===== src/rtl/cpu_types_pkg.sv =====
// Shared CPU types: data word, memory-stage FSM encoding, LL/SC link granularity.
// Latency: n/a (types and constants only).
// Backpressure: n/a.
package cpu_types_pkg;

    localparam int WORD_W   = 32;
    // Lowest address bit that takes part in the LL/SC link compare (word granularity).
    localparam int LINK_LSB = 2;

    typedef logic [WORD_W-1:0] word_t;

    typedef enum logic [1:0] {
        IDLE   = 2'd0,
        ACCESS = 2'd1,
        DONE   = 2'd2
    } memstage_state_t;

endpackage


===== src/rtl/llsc_link_reg.sv =====
// LL/SC link register: holds the linked word address and its valid bit, applies snoop/store kills.
// Latency: state updates on the CLK edge; checkHit is combinational.
// Backpressure: none; every strobe is consumed in the cycle it is presented.
//
// Ports: CLK/RST (sync, active-high); snoop_inv/snoop_addr coherence kill; llSet/stDone/scDone
// completion strobes from the memory stage with opAddr the address in flight; checkAddr/checkHit
// answers "would an SC to this address succeed right now".
module llsc_link_reg #(
    parameter int WORD_W   = cpu_types_pkg::WORD_W,
    parameter int LINK_LSB = cpu_types_pkg::LINK_LSB
) (
    input  logic              CLK,
    input  logic              RST,
    input  logic              snoop_inv,
    input  logic [WORD_W-1:0] snoop_addr,
    input  logic              llSet,
    input  logic              stDone,
    input  logic              scDone,
    input  logic [WORD_W-1:0] opAddr,
    input  logic [WORD_W-1:0] checkAddr,
    output logic              checkHit
);

    logic              linkValid;
    logic [WORD_W-1:0] linkAddr;
    logic [WORD_W-1:0] tagAddr;
    logic              snoopKill;
    logic              storeKill;
    logic              snoopOnLink;

    // While an LL is completing, the address being linked is the one a snoop must hit to
    // stop the link from forming; otherwise compare against the held link.
    assign tagAddr   = llSet ? opAddr : linkAddr;
    assign snoopKill = snoop_inv && (snoop_addr[WORD_W-1:LINK_LSB] == tagAddr[WORD_W-1:LINK_LSB]);
    assign storeKill = stDone && (opAddr[WORD_W-1:LINK_LSB] == linkAddr[WORD_W-1:LINK_LSB]);

    // A snoop landing in the same cycle as the SC lookup already counts against it.
    assign snoopOnLink = snoop_inv && (snoop_addr[WORD_W-1:LINK_LSB] == linkAddr[WORD_W-1:LINK_LSB]);
    assign checkHit    = linkValid && !snoopOnLink &&
                         (checkAddr[WORD_W-1:LINK_LSB] == linkAddr[WORD_W-1:LINK_LSB]);

    always_ff @(posedge CLK) begin
        if (RST) begin
            linkValid <= 1'b0;
            linkAddr  <= '0;
        end else if (snoopKill || storeKill) begin
            linkValid <= 1'b0;
        end else if (llSet) begin
            linkValid <= 1'b1;
            linkAddr  <= opAddr;
        end else if (scDone) begin
            linkValid <= 1'b0;
        end
    end

endmodule


===== src/rtl/mem_stage_llsc.sv =====
// Memory-stage controller: drives the data-cache port from the EX/MEM latch, runs LL/SC, returns load/SC result.
// Latency: cache access = 1 + N + 1 cycles (N = ACCESS cycles up to dhit); failed SC = 2 cycles.
// Backpressure: mem_stall freezes the pipeline from request sight until dhit; drops for exactly one DONE cycle.
//
// Ports: CLK/RST (sync, active-high); ex_* latched request; dhit/dload cache response;
// snoop_inv/snoop_addr coherence invalidation; dREN/dWEN/daddr/dstore cache request;
// mem_stall pipeline freeze; load_out MEM/WB result; stat_stalls/stat_access counters.
// Optional counters are built only when MEMSTAGE_STATS_EN is defined; otherwise they read 0.
module mem_stage_llsc #(
    parameter int WORD_W   = cpu_types_pkg::WORD_W,
    parameter int LINK_LSB = cpu_types_pkg::LINK_LSB
) (
    input  logic              CLK,
    input  logic              RST,
    input  logic              ex_ren,
    input  logic              ex_wen,
    input  logic              ex_atomic,
    input  logic [WORD_W-1:0] ex_addr,
    input  logic [WORD_W-1:0] ex_store,
    input  logic              dhit,
    input  logic [WORD_W-1:0] dload,
    input  logic              snoop_inv,
    input  logic [WORD_W-1:0] snoop_addr,
    output logic              dREN,
    output logic              dWEN,
    output logic [WORD_W-1:0] daddr,
    output logic [WORD_W-1:0] dstore,
    output logic              mem_stall,
    output logic [WORD_W-1:0] load_out,
    output logic [31:0]       stat_stalls,
    output logic [31:0]       stat_access
);
    import cpu_types_pkg::*;

    memstage_state_t state;
    logic            accAtomic;
    logic            anyReq;
    logic            isSc;
    logic            scLinkHit;
    logic            startAccess;
    logic            scMiss;
    logic            accDone;
    logic            llSet;
    logic            stDone;
    logic            scDone;

    // Read wins when ren and wen are both set, so an SC is strictly wen+atomic without ren.
    assign anyReq      = ex_ren || ex_wen;
    assign isSc        = ex_wen && ex_atomic && !ex_ren;
    assign startAccess = (state == IDLE) && anyReq && (!isSc || scLinkHit);
    assign scMiss      = (state == IDLE) && isSc && !scLinkHit;
    assign accDone     = (state == ACCESS) && dhit;
    assign llSet       = accDone && dREN && accAtomic;
    assign stDone      = accDone && dWEN && !accAtomic;
    assign scDone      = scMiss || (accDone && dWEN && accAtomic);

    assign mem_stall = !RST && (((state == IDLE) && anyReq) || (state == ACCESS));

    llsc_link_reg #(
        .WORD_W   (WORD_W),
        .LINK_LSB (LINK_LSB)
    ) uLink (
        .CLK        (CLK),
        .RST        (RST),
        .snoop_inv  (snoop_inv),
        .snoop_addr (snoop_addr),
        .llSet      (llSet),
        .stDone     (stDone),
        .scDone     (scDone),
        .opAddr     (daddr),
        .checkAddr  (ex_addr),
        .checkHit   (scLinkHit)
    );

    always_ff @(posedge CLK) begin
        if (RST) begin
            state     <= IDLE;
            dREN      <= 1'b0;
            dWEN      <= 1'b0;
            daddr     <= '0;
            dstore    <= '0;
            load_out  <= '0;
            accAtomic <= 1'b0;
        end else begin
            case (state)
                IDLE: begin
                    if (startAccess) begin
                        state     <= ACCESS;
                        dREN      <= ex_ren;
                        dWEN      <= ex_wen && !ex_ren;
                        daddr     <= ex_addr;
                        dstore    <= ex_store;
                        accAtomic <= ex_atomic;
                    end else if (scMiss) begin
                        state    <= DONE;
                        load_out <= '0;
                    end
                end
                ACCESS: begin
                    if (dhit) begin
                        state <= DONE;
                        dREN  <= 1'b0;
                        dWEN  <= 1'b0;
                        if (dREN) begin
                            load_out <= dload;
                        end else if (accAtomic) begin
                            load_out <= {{(WORD_W-1){1'b0}}, 1'b1};
                        end
                    end
                end
                DONE:    state <= IDLE;
                default: state <= IDLE;
            endcase
        end
    end

`ifdef MEMSTAGE_STATS_EN
    always_ff @(posedge CLK) begin
        if (RST) begin
            stat_stalls <= '0;
            stat_access <= '0;
        end else begin
            if (mem_stall) stat_stalls <= stat_stalls + 32'd1;
            if (accDone)   stat_access <= stat_access + 32'd1;
        end
    end
`else
    assign stat_stalls = '0;
    assign stat_access = '0;
`endif

endmodule

===== config.mk =====
export PLATFORM = sky130hd
export DESIGN_NAME = mem_stage_llsc
export DESIGN_NICKNAME = d
export VERILOG_FILES = /design/src/rtl/cpu_types_pkg.sv /design/src/rtl/llsc_link_reg.sv /design/src/rtl/mem_stage_llsc.sv
export SDC_FILE = /design/constraint.sdc
export NUM_CORES = 1
export LEC_CHECK = 0
export CAP_MARGIN = 20
export CORE_UTILIZATION = 35
export DETAILED_ROUTE_END_ITERATION = 8
export MAX_ROUTING_LAYER = met4
export PLACE_DENSITY_LB_ADDON = 0.25
export SLEW_MARGIN = 10
export SYNTH_ARGS = -nofsm -noshare
export SYNTH_HDL_FRONTEND = slang
export SYNTH_SLANG_ARGS = --single-unit

===== constraint.sdc =====
create_clock -name CLK -period 2.35 [get_ports CLK]
set_input_delay 0.3525 -clock CLK [delete_from_list [all_inputs] [get_ports CLK]]
set_output_delay 0.3525 -clock CLK [all_outputs]
set_load 0.01 [all_outputs]

### Word level (Yosys, flattened, before mapping)

Index checks and enable logic that the tools add are counted.

* muxes and demuxes: 18
* equality and inequality tests: 11
* reductions and logical operators: 39
* bitwise gates (word level): 1

Operators by type and width (count)
* $mux W32: 6
* $eq A30 B30 Y1: 4
* $pmux W32 S2: 1
* $logic_and A1 B1 Y1: 19
* $ne A2 B2 Y1 const B: 4
* $logic_not A1 Y1: 6
* $mux W2: 3
* $ne A3 B3 Y1 const B: 2
* $reduce_and A2 Y1: 3
* $logic_or A1 B1 Y1: 5
* $mux W1: 5
* $reduce_and A5 Y1: 1
* $pmux W1 S2: 2
* $pmux W2 S2: 1
* $reduce_bool A2 Y1: 2
* $reduce_and A3 Y1: 1
* $eq A2 B1 Y1 const B: 1
* $logic_not A2 Y1: 1
* $reduce_or A2 Y1: 1
* $not A1 Y1: 1

* word-level logic and storage cells: 79
* output and inout bits: 163
* input port bits: 135
* bits in registers: 134

### Logic depth before layout (Yosys ltp)

* depth after elaboration: 10
* mapped depth: 11
* depth with buffers taken out: 7

### By module

From an unflattened synthesis, not the netlist that was laid out.

* cell total of the unflattened synthesis: 860
* area total of the unflattened synthesis: 8025.2 µm²

By module, submodules not included
* mem_stage_llsc: sequential area each 2021.9 µm², instances 1, cells an instance 518, area each 4954.8 µm²
* llsc_link_reg: sequential area each 620.6 µm², instances 1, cells an instance 342, area each 3070.4 µm²

### Worst setup path before layout

Ideal clock, no wire load.

* path type: reg2reg
* start point: register dREN
* end point: register uLink.linkAddr[11]
* stages on the path, launching flop included: 11
* setup time: 0.139 ns
* buffers on the path: 3
* data arrival time: 2.250 ns
* slack: -0.039 ns
* period minus slack after synthesis: 2.389 ns
* data required time: 2.211 ns
* path through: dfxtp_1 -> and2_1 -> buf_6 -> nand2_4 -> buf_6 -> nor4_4 -> o2111ai_2 -> nor4_4 -> buf_6 -> mux2i_1 -> o211ai_2

* longest elaborated chain between the ends: 6

Ends and longest elaborated chain
* from (decl): RTL line mem_stage_llsc.sv:24 `output logic dREN,`
* from (signal assigned): RTL line mem_stage_llsc.sv:89 `dREN <= ex_ren;`
* $logic_and A1 B1 Y1 (*) (2 in series): RTL line mem_stage_llsc.sv:53 `assign llSet = accDone && dREN && accAtomic;`
* $mux W32 (*)
* $eq A30 B30 Y1: RTL line llsc_link_reg.sv:34 `assign snoopKill = snoop_inv && (snoop_addr[WORD_W-1:LINK_LSB] == tagAddr[WORD_W-1:LINK_LSB]);`
* $logic_and A1 B1 Y1: RTL line llsc_link_reg.sv:34
* $logic_or A1 B1 Y1: RTL line llsc_link_reg.sv:46 `end else if (snoopKill || storeKill) begin`
* to (signal assigned): RTL line llsc_link_reg.sv:50 `linkAddr <= opAddr;`
* to (decl): RTL line llsc_link_reg.sv:25 `logic [WORD_W-1:0] linkAddr;`

Mark *: on every way between the ends. The rest lies on a longest branch, timed or not.
A chain may end at the register's enable or synchronous reset.

### Worst setup path after layout

* start point: input snoop_addr[13]
* end point: register daddr[19]

* longest elaborated chain between the ends: 8

Ends and longest elaborated chain
* from (decl): RTL line mem_stage_llsc.sv:23 `input logic [WORD_W-1:0] snoop_addr,`
* $eq A30 B30 Y1: RTL line llsc_link_reg.sv:38 `assign snoopOnLink = snoop_inv && (snoop_addr[WORD_W-1:LINK_LSB] == linkAddr[WORD_W-1:LINK_LSB]);`
* $logic_and A1 B1 Y1: RTL line llsc_link_reg.sv:38
* $logic_not A1 Y1: RTL line llsc_link_reg.sv:39 `assign checkHit = linkValid && !snoopOnLink &&`
* $logic_and A1 B1 Y1 (2 in series): RTL line llsc_link_reg.sv:39
* $logic_or A1 B1 Y1: RTL line mem_stage_llsc.sv:50 `assign startAccess = (state == IDLE) && anyReq && (!isSc || scLinkHit);`
* $logic_and A1 B1 Y1: RTL line mem_stage_llsc.sv:50
* $reduce_and A2 Y1 (no line)
* to (signal assigned): RTL line mem_stage_llsc.sv:91 `daddr <= ex_addr;`
* to (decl): RTL line mem_stage_llsc.sv:26 `output logic [WORD_W-1:0] daddr,`

Every way passes these cells.

==> impl_results.md <==
* Hold Buf Count CTS at 0
* Placed wire-length estimate at 24440 um
* Sequential share of power at 0.348
* DRC violations left at 0
* Failing checks: negative setup slack
* DR pass1 iterations at 5
* Initial core utilization at 0.3559
* Row count at 55
* Simple-gate portion of the synthesized area at 0.1858
* Number of global-route vias before repair at 8798
* TritonCTS clock tree: yes
* H-tree levels at 4
* Placed insts at 1555
* Die width at 153.5 um
* Maximum Capacitance Violations at 0
* Synth-to-layout area growth at 63.92%
* Crit path buf inv count at 5
* Starting DRT DRC Count at 773
* Main flop type after synthesis: dfxtp_1
* Endpoints failing hold at 0
* Sequence of cells on the critical path: clkdlybuf4s50_1 -> or2_1 -> a2111o_1 -> nor4_2 -> and4_4 -> buf_6 -> o21ai_4 -> buf_12 -> buf_16 -> buf_12 -> nand3_2 -> a21oi_1
* DR vias/cell at 5.548
* Share of cells above drive strength 1 at 0.2865
* Most common cell in the synthesized netlist: dfxtp_1
* Adder-cell share of the synthesized area at 0
* Input/output buffers at 231
* Status: finished, violations left
* Placer Congestion at 1.025
* Die Area at 23560 um^2
* Worst-Skew Late Latency at 0.44 ns
* Post-synthesis mux area share at 0.04003
* Global-route wire length before repair at 51290 um
* Asr flop ratio synth at 0
* Yosys top cell by area: dfxtp_1
* Clock Skew at 0.01471 ns
* CTS Buf Count at 17
* YS warnings at 0
* Worst vdd ir at 454.2 uV
* Core Region at 22570 um^2
* Crit path launch type: primary input
* Yosys reg bits at 132
* Cells after synthesis at 970
* Most used cell, CP: buf_12
* Pin count of the biggest net entering global routing at 60
* CTS sink cnt at 132
* Post-synth EDFFs at 0
* Worst Hold Margin at 0.2506 ns
* Worst-path clk slew at 0.06 ns
* CP Max Fanout at 6
* Power density over cell area at 538.2 nW/um^2
* Internal at 4.766 mW
* Comb pwr share at 0.264
* Post-DRT Antenna Nets at 0
* DR WL/cell at 21.88 um
* Highest clock rate at 405.2 MHz
* Syn_area_per_cell at 8.281 um^2
* Synth top cells by count: dfxtp_1 (132), o21ai_0 (81), nand3_1 (73)
* Sw frac at 0.3275
* Cell area after synthesis at 8033 um^2
* Hold WC Path Type: primary input to flip-flop
* # setup viols final at 121
* Tot GR Track Use at 0.2950
* Period utilisation layout at 1.050
* DIE HEIGHT at 153.5 um
* CP Data Arrival Time at 2.75 ns
* XOR/XNOR share of the synthesized area at 0.09704
* Post-synthesis cell type count at 58
* Overall power at 7.087 mW
* Post-Layout Cell Count at 1616
* Clock Path Buffers at 2
* CP max stage delay at 0.44 ns
* Main combinational cell family by area after synthesis: compound AO/OA/AOI/OAI gates
* Post-route minimum period at 2.468 ns
* Unrepaired setup endpoints after global routing: yes
* Via count at 8965
* Share of the synthesized area in the top cell type at 0.3290
* Initial antenna violation count at 0
* IO Pins at 298
* Post-synthesis compound-gate area fraction at 0.2268
* Slew Limit Fails at 0
* PnR worst setup slack at -0.1176 ns
* Remaining Overflow, GRT at 0
* Critical path class: primary input to flip-flop
* Root buffer cell: clkbuf_16
* Clock power share at 0.388
* # nets final at 1452
* Worst path top cell family by delay: buffers and inverters
* Worst path required time at 2.63 ns
* Crit path capture type: flip-flop
* Relative slew margins at 0.4785
* CP max-delay cell: clkdlybuf4s50_1
* Total routed wirelength at 35350 um
* Register area share after synthesis at 0.3290
* Area contributors post-synth: dfxtp_1 (33%), buf_4 (6.1%), o21ai_0 (5.0%)
* P_leak at 5.288 nW
* Worst-Margin Slew at 0.7822 ns
* P_sw at 2.321 mW
==> per-stage QoR <==
step	util	cell area, um^2	setup TNS, ns	worst slack [ns]
after CTS	0.5530	12480	-0.7449	-0.05248
after global routing	0.5833	13170	-15.82	-0.2126
final	0.5834	13170	-5.063	-0.1176
after floorplan	-	8270	0	0.008934
after global placement	0.5052	11400	-66.55	-0.6097
after detailed placement	0.5052	11400	-68.35	-0.7266
==> path summary, 6_finish.rpt <==
kind / from / endpoint / slack, ns / depth (start not counted)
min: ex_addr[17] / daddr[17]$_SDFFE_PP0P_ / 0.25 / 3
max reg2reg: uLink.linkAddr[9]$_SDFFE_PP0N_ / daddr[27]$_SDFFE_PP0P_ / -0.10 / 12
min reg2reg: load_out[5]$_SDFFE_PP0P_ / load_out[5]$_SDFFE_PP0P_ / 0.47 / 1
max: snoop_addr[13] / daddr[19]$_SDFFE_PP0P_ / -0.12 / 12
==> cell type report <==
type / count / area (um^2)
fillers: 1981 / 9404
multi-input cells: 723 / 5350
repair buffers: 415 / 4090
flip-flops and latches: 132 / 2676
clock buffers: 17 / 425.4
well taps: 285 / 356.6
clock inverters: 15 / 161.4
inverters: 28 / 105.1
diodes: 1 / 2.502
==> worst reg2reg max path, stage by stage, from the launching register on <==
cell     delay, ns
dfxtp_4       0.37
buf_4         0.14
xnor2_2       0.13
nand4_1       0.12
nor4_1        0.23
buf_4         0.18
nand4_1       0.17
buf_4         0.20
o21ai_4       0.25
buf_4         0.17
buf_6         0.14
nand3_1       0.11
a21oi_2       0.18
==> placed cells by master (no fill, tap or decap), drive strengths merged, types with 13 or more instances in the layout <==
master,count
nand4,13
and3,22
a21oi,70
o21ai,81
clkdlybuf4s50,212
nor3,15
o211ai,32
buf,182
nand3,73
a22o,34
xor2,43
conb,64
clkbuf,20
nand2,72
nor4,47
mux2i,31
inv,37
dfxtp,132
nand2b,13
xnor2,46
==> power by group through the flow <==
stage,combinational (mW),clock (mW),sequential (mW)
after floorplan,0.697,0,2.58
after global placement,1.66,0,2.51
after detailed placement,1.66,0,2.52
after CTS,1.71,2.79,2.47
after global routing,1.99,2.86,2.47
final,1.87,2.75,2.46
==> sequential cells by signal (all words and copies together) (netlist names) <==
signal           flops
daddr               32
dstore              32
load_out            32
uLink.linkAddr      30
state                2
accAtomic            1
dREN                 1
dWEN                 1
uLink.linkValid      1
==> layer usage <==
| layer | global-route usage | part of all wire | up-vias | wire [um] |
|---|---|---|---|---|
| met4 | 0.1333 | 0.040 | 0 | 1398 |
| met3 | 0.05947 | 0.081 | 93 | 2869 |
| met5 | - | 0 | - | 0 |
| met1 | 0.3705 | 0.41 | 4332 | 14600 |
| met2 | 0.4561 | 0.47 | 464 | 16480 |
| li1 | - | - | 4076 | - |
==> cells by family after synthesis <==
logic type,count (synthesis)
AOI/OAI and AO/OA,259
xor gates and xnor gates,89
buffers and inverters,178
DFF,132
muxes,32
other,1
and+or+nand+nor,279
==> what timing repair did <==
item,in CTS,in global routing
endpoints found under the setup margin,130,132
pin swaps,45,38
cloned,6,4
buffers inserted,12,8
gates resized for setup,70,149
Note: power is estimated with default switching activity, not from simulation.
